`src/rtl/sfft_stream_decoder.sv`:
```
// Purpose : counts ones per lane of unary real/imag bitstreams over 2^BITWIDTH enabled cycles
// Latency : frame appears on oReal/oImg with oValid one cycle after the last sampled bit
// Backpr. : valid/ready output; a frame completing while the held frame is unaccepted is dropped (oOverrun)
//
// Ports   : iClk/iRstN (async active-low) clock and reset; iEn sample strobe; iClr sync clear;
//           iReal/iImg lane bitstreams (lane k at bit k); oReal/oImg lane k at [k*(BITWIDTH+1) +: BITWIDTH+1];
//           oValid/iReady output handshake; oOverrun sticky drop flag.
// Option  : define SFFT_DEC_BIPOLAR_EN to emit 2*count - 2^BITWIDTH instead of the plain ones count.
module sfft_stream_decoder #(
    parameter int BITWIDTH  = 8,
    parameter int NUMINPUTS = 2
) (
    input  logic                              iClk,
    input  logic                              iRstN,
    input  logic                              iEn,
    input  logic                              iClr,
    input  logic [NUMINPUTS-1:0]              iReal,
    input  logic [NUMINPUTS-1:0]              iImg,
    output logic [NUMINPUTS*(BITWIDTH+1)-1:0] oReal,
    output logic [NUMINPUTS*(BITWIDTH+1)-1:0] oImg,
    output logic                              oValid,
    input  logic                              iReady,
    output logic                              oOverrun
);
    localparam int W  = BITWIDTH + 1;
    localparam int OW = NUMINPUTS * W;
    localparam logic [BITWIDTH-1:0] CNT_MAX = '1;
    localparam logic [BITWIDTH-1:0] CNT_ONE = 1;

    typedef enum logic {IDLE, ACCUM} state_t;

    state_t              state_q, state_d;
    logic [BITWIDTH-1:0] cnt_q;
    logic [W-1:0]        acc_re_q [NUMINPUTS];
    logic [W-1:0]        acc_im_q [NUMINPUTS];
    logic [W-1:0]        sum_re   [NUMINPUTS];
    logic [W-1:0]        sum_im   [NUMINPUTS];
    logic [OW-1:0]       frame_re, frame_im;
    logic [OW-1:0]       out_re_q, out_im_q;
    logic                valid_q, ovr_q;
    logic                wrap;
    logic                out_free;

    // Lane encoding applied when a frame is captured; the accumulators always hold raw counts.
    function automatic logic [W-1:0] enc(input logic [W-1:0] c);
`ifdef SFFT_DEC_BIPOLAR_EN
        // 2*c wraps modulo 2^(BITWIDTH+1), so a full window (c = 2^BITWIDTH) lands on 1000..0.
        return {c[BITWIDTH-1:0], 1'b0} - {1'b1, {BITWIDTH{1'b0}}};
`else
        return c;
`endif
    endfunction

    always_comb begin
        state_d = state_q;
        case (state_q)
            IDLE:    if (iEn) state_d = ACCUM;
            ACCUM:   state_d = ACCUM;
            default: state_d = IDLE;
        endcase
        if (iClr) state_d = IDLE;
    end

    // The completing cycle's own bits are part of the frame, so the frame is acc + current bit.
    always_comb begin
        frame_re = '0;
        frame_im = '0;
        for (int k = 0; k < NUMINPUTS; k++) begin
            sum_re[k] = acc_re_q[k] + {{BITWIDTH{1'b0}}, iReal[k]};
            sum_im[k] = acc_im_q[k] + {{BITWIDTH{1'b0}}, iImg[k]};
            frame_re[k*W +: W] = enc(sum_re[k]);
            frame_im[k*W +: W] = enc(sum_im[k]);
        end
    end

    assign wrap     = iEn && !iClr && (cnt_q == CNT_MAX);
    assign out_free = !valid_q || iReady;

    always_ff @(posedge iClk or negedge iRstN) begin
        if (!iRstN) begin
            state_q  <= IDLE;
            cnt_q    <= '0;
            out_re_q <= '0;
            out_im_q <= '0;
            valid_q  <= 1'b0;
            ovr_q    <= 1'b0;
            for (int k = 0; k < NUMINPUTS; k++) begin
                acc_re_q[k] <= '0;
                acc_im_q[k] <= '0;
            end
        end else if (iClr) begin
            state_q  <= IDLE;
            cnt_q    <= '0;
            out_re_q <= '0;
            out_im_q <= '0;
            valid_q  <= 1'b0;
            ovr_q    <= 1'b0;
            for (int k = 0; k < NUMINPUTS; k++) begin
                acc_re_q[k] <= '0;
                acc_im_q[k] <= '0;
            end
        end else begin
            state_q <= state_d;
            if (iEn) begin
                // Window rolls straight into the next one: no idle cycle after completion.
                cnt_q <= wrap ? '0 : cnt_q + CNT_ONE;
                for (int k = 0; k < NUMINPUTS; k++) begin
                    acc_re_q[k] <= wrap ? '0 : sum_re[k];
                    acc_im_q[k] <= wrap ? '0 : sum_im[k];
                end
            end
            if (wrap && out_free) begin
                out_re_q <= frame_re;
                out_im_q <= frame_im;
                valid_q  <= 1'b1;
            end else if (wrap) begin
                ovr_q <= 1'b1;
            end else if (valid_q && iReady) begin
                valid_q <= 1'b0;
            end
        end
    end

    assign oReal    = out_re_q;
    assign oImg     = out_im_q;
    assign oValid   = valid_q;
    assign oOverrun = ovr_q;

endmodule

```
`config.mk`:
```
export PLATFORM = sky130hd
export DESIGN_NAME = sfft_stream_decoder
export DESIGN_NICKNAME = d
export VERILOG_FILES = /design/src/rtl/sfft_stream_decoder.sv
export SDC_FILE = /design/constraint.sdc
export NUM_CORES = 1
export LEC_CHECK = 0
export CORE_MARGIN = 1.5
export CORE_UTILIZATION = 50
export CTS_CLUSTER_SIZE = 25
export DETAILED_ROUTE_END_ITERATION = 12
export PLACE_DENSITY = 0.72
export SKIP_LAST_GASP = 1
export SYNTH_ARGS = -nofsm -noshare
export SYNTH_HDL_FRONTEND = slang
export SYNTH_SLANG_ARGS = --single-unit
export TNS_END_PERCENT = 5
```
`constraint.sdc`:
```
create_clock -name iClk -period 2.15 [get_ports iClk]
set_input_delay 0.215 -clock iClk [delete_from_list [all_inputs] [get_ports iClk]]
set_output_delay 0.215 -clock iClk [all_outputs]
set_load 0.03 [all_outputs]
```
After elaboration in Yosys (flattened, before gate mapping)
Cells that the tools add are included.
Word-level totals
  input port bits: 9
  output and inout bits: 38
  word-level logic and storage cells: 52
  bits in registers: 82
Cells by class
  muxes and demuxes: 22
  reduce and logical (&&, ||, !) cells: 13
  $add $sub $neg: 5
  equality and inequality tests: 3
Operators with widths (count)
  $mux 18: 8
  $add 9x1->9: 4
  $mux 9: 4
  $mux 8: 3
  $add 8x1->8 const B: 1
  $eq 8x8->1 const B: 1
  $mux 1: 7
  $reduce_bool 2->1: 3
  $logic_and 1x1->1: 4
  $reduce_and 2->1: 2
  $ne 3x2->1 const B: 1
  $reduce_bool 3->1: 1
  $logic_not 1->1: 2
  $ne 2x2->1 const B: 1
  $logic_or 1x1->1: 1

Longest topological paths before layout
  word-level depth: 6
  gate-level depth with buffers: 7
  depth with buffers taken out: 6

Worst setup path before layout
OpenSTA, ideal clock, no wires.
  path type: register to register
  start point: reg cnt_q[0]
  end point: reg out_im_q[12], in the netlist oImg[12]
  arrival: 1.618 ns
  library setup time: 0.132 ns
  stages on the path, launching flop included: 7
  setup slack: 0.400 ns
  cell sequence: dfrtp_1 -> ha_1 -> nand3_1 -> nor4_4 -> buf_6 -> mux2i_1 -> nor2_1
Between the ends
  word-level cells in the longest chain between the ends: 4
RTL lines
  from (decl): line 33  | logic [BITWIDTH-1:0] cnt_q;
  from (signal assigned): line 106  | cnt_q <= wrap ? '0 : cnt_q + CNT_ONE;
  $eq 8x8->1: line 76  | assign wrap = iEn && !iClr && (cnt_q == CNT_MAX);
  $logic_and 1x1->1: line 76
  $logic_and 1x1->1: line 112  | if (wrap && out_free) begin
  $reduce_bool 2->1 (no line)
  to (signal assigned): line 114  | out_im_q <= frame_im;
  to (decl): line 39  | logic [OW-1:0] out_re_q, out_im_q;
Every way passes these cells.
A chain may end at the register's enable or synchronous reset.

Worst setup path after layout
  start point: reg cnt_q[0]
  end point: reg acc_im_q[8] (netlist bit)
Between the ends
  word-level cells in the longest chain between the ends: 5
RTL lines
  $eq 8x8->1: line 76
  $logic_and 1x1->1: line 76
  $mux 9: line 109  | acc_im_q[k] <= wrap ? '0 : sum_im[k];
  $mux 18: line 104  | if (iEn) begin
  $mux 18: line 91  | end else if (iClr) begin
  to (signal, indexed assignment): line 109
  to (decl): line 35  | logic [W-1:0] acc_im_q [NUMINPUTS];
Every way passes these cells. The select of a mux whose other input is x is not followed.

==> summary.md <==
| Metric | Value |
|---|---|
| Diodes inserted | `0` |
| Die ar. | `0.00865 mm2` |
| Syn Area/Cell | `10.0 um2` |
| Cells after synthesis | `404` |
| Post-synthesis cell type count | `47` |
| Post-CTS Resized | `0` |
| Post-CTS Hold Fix Bufs | `1` |
| Clock transition at path regs | `0.08 ns` |
| PortBufs | `46` |
| Sequential cell area fraction in the yosys report | `50.7%` |
| Clock power frac | `38.9%` |
| Initial antenna violation count | `0` |
| Path type of the worst setup path | `flip-flop to flip-flop` |
| Sw power | `0.701 mW` |
| Most common cell after layout, fill and taps aside | `dfrtp_1` |
| Switch share | `24.3%` |
| RR Startpoint | `cnt_q[0]` |
| CTS sink cnt | `82` |
| Crit-path cells | `ha_1 > buf_4 > and3_1 > a41o_1 > nand2b_2 > o21ai_0` |
| Num CTS Buffers | `9` |
| CTS tree | `built` |
| I/O pins | `47` |
| HP Class | `input pin to async pin` |
| Residual DRC | `0` |
| First-pass GRT wire length | `15.5 mm` |
| Slew @ Worst Pin | `0.741 ns` |
| Post-CTS setup buffer count | `0` |
| Remaining Overflow, GRT | `0` |
| Syn. warnings | `0` |
| Post-route cell area | `0.00486 mm2` |
| Crit. End Element | `flip-flop` |
| Power Internal | `2.18 mW` |
| Area growth syn-to-layout | `20.1%` |
| Worst Skew | `0.0108 ns` |
| Most frequent cells in the layout | `dfrtp_1, nand2_1, clkdlybuf4s50_1` |
| Root Driver | `clkbuf_8` |
| Layout cells sized above 1 | `12.0%` |
| DRT Wirelength | `9.32 mm` |
| NumNets Final | `472` |
| Leakage | `2.07 nW` |
| DRT antenna net count | `0` |
| CTS H-Tree Depth | `3` |
| Fin crit period | `2.00 ns` |
| Part of the power in registers | `54.9%` |
| Post-Syn Area | `0.00405 mm2` |
| Final worst path period share | `92.9%` |
| Status | `finished, final reports clean` |
| Yosys top cell by area | `dfrtp_1` |
| HPWL after DPL | `6.22 mm` |
| Starting Density | `52.1%` |
| DP Area | `0.00466 mm2` |
| CP Data Arrival Time | `2.26 ns` |
| Setup-failing EPs final | `0` |
| Pin count of the biggest net entering global routing | `83` |
| Critical path launch point type | `flip-flop` |
| Aggregate global-route resource usage | `23.2%` |
| Combinational power share | `6.2%` |
| Global placement routability congestion | `0.893` |
| Worst r2r dst | `acc_im_q[8]` |
| Syn_nets | `422` |
| P per Cell Area | `593 mW/mm2` |
| RSZ-0062 raised after global routing | `false` |
| Vias in the first global route | `3095` |
| Worst r2r path cells | `6` |
| Reg2Reg Setup Slack | `0.15 ns` |
| Yosys top cell area share | `50.7%` |
| Util after Layout | `62.6%` |
| Clock buffer depth | `2` |
| CP max FO | `9` |
| Initial detailed-routing violation count | `169` |
| Worst slew margin | `50.6%` |
| Fmax | `500 MHz` |
| CP peak stage delay | `0.47 ns` |
| Die Y | `93 um` |
| Fin Hold WS | `0.391 ns` |
| Largest cells by area after synthesis | `dfrtp_1, nand2_1, o21ai_0` |
| Via count | `3221` |
| Synth Register Bits | `82` |
| Slew Viols, Final | `0` |
| Placed Cells | `544` |
| Final setup TNS | `0 ns` |
| CP max stage cell | `dfrtp_1` |
| Core area | `0.00777 mm2` |
| Via/cell ratio | `5.75` |
| Final Hold Vio Count | `0` |
| Max_cap viols | `0` |
| Avg WL per Cell | `16.6 um` |
| First-pass iteration count of the detailed router | `4` |
| Post-Layout Cell Count | `560` |
| Chip Width | `93 um` |
| Clock network latency to the later pin of the worst-skew pair | `0.36 ns` |
| Worst vdd ir | `446 uV` |
| WP data required | `2.42 ns` |
| # rows | `32` |
-- logic make-up after synthesis --
kind of cell,after synthesis,share of synthesized area (%)
AOI/OAI and AO/OA,104,16.4
xor gates and xnor gates,29,6.27
adders and majority gates,9,2.78
buffers and inverters,28,3.71
DFF,82,50.7
muxes,2,0.494
and+or+nand+nor,150,19.7
-- registers in the layout, indices dropped and copies added (netlist names) --
register	count
acc_im_q	18
acc_re_q	18
oImg	18
oReal	18
cnt_q	8
oOverrun	1
oValid	1
-- stage by stage --
| step | power (mW) | setup WS [ns] |
|---|---|---|
| global route | 2.98 | 0.00494 |
| floorplan | 1.69 | 0.400 |
| finish | 2.88 | 0.152 |
| CTS | 2.90 | 0.152 |
| detailed placement | 1.79 | 0.164 |
| global placement | 1.79 | 0.215 |
-- worst max-delay path: cells and delay by family, from the launching register on --
| kind | cells | cell delay [ns] |
|---|---|---|
| compound gates | 2 | 0.53 |
| simple gates | 2 | 0.51 |
| flops | 1 | 0.47 |
| fa+ha+maj | 1 | 0.24 |
| buf+inv | 1 | 0.15 |
-- cell usage after synthesis, drive strengths merged --
cell / count
inv: 3
mux2i: 2
nor2b: 2
or3: 1
a21oi: 17
nor4: 1
clkbuf: 14
and3b: 3
ha: 9
a211oi: 10
a31o: 3
o21a: 2
xnor2: 16
or3b: 13
a41oi: 3
a32o: 2
nand2: 49
nor3b: 2
and3: 13
nor2: 29
xor2: 13
nand3: 14
a41o: 1
a31oi: 11
nor3: 7
dfrtp: 82
a221o: 1
o31ai: 2
o21ai: 38
nand2b: 6
and4: 2
o22ai: 3
a22o: 10
or2: 1
a21boi: 1
nand4: 7
buf: 11
-- worst max path at each step --
stage	to	slack, ns	startpoint
CTS	acc_im_q[8]	0.15	cnt_q[0]
global placement	oReal[8]	0.22	iReal[0]
floorplan	oImg[12]	0.40	cnt_q[0]
finish	acc_im_q[8]	0.15	cnt_q[0]
global route	oReal[3]	0.005	cnt_q[0]
detailed placement	acc_re_q[17]	0.16	iReal[0]
-- power groups by stage --
stage / Combinational, mW / Sequential (mW) / Clock, mW
finish: 0.180 / 1.58 / 1.12
global route: 0.204 / 1.58 / 1.19
CTS: 0.183 / 1.58 / 1.14
detailed placement: 0.181 / 1.61 / 0
global placement: 0.178 / 1.61 / 0
floorplan: 0.0881 / 1.61 / 0
-- layout make-up --
class | instances | area [um2]
fill | 671 | 2900
sequential | 82 | 2050
timing repair buffer | 64 | 633
clock buffer | 10 | 138
tap | 102 | 128
multi-input combinational | 294 | 1850
clock inverter | 5 | 55.1
inverter | 3 | 11.3
-- routing by layer --
layer  global-route usage (%)  wire length (um)
met4                     10.9               222
met5                        0                 0
met2                     36.5              4470
met1                     31.7              4310
met3                     3.58               318
No activity file was read; power rests on OpenSTA's default activity.
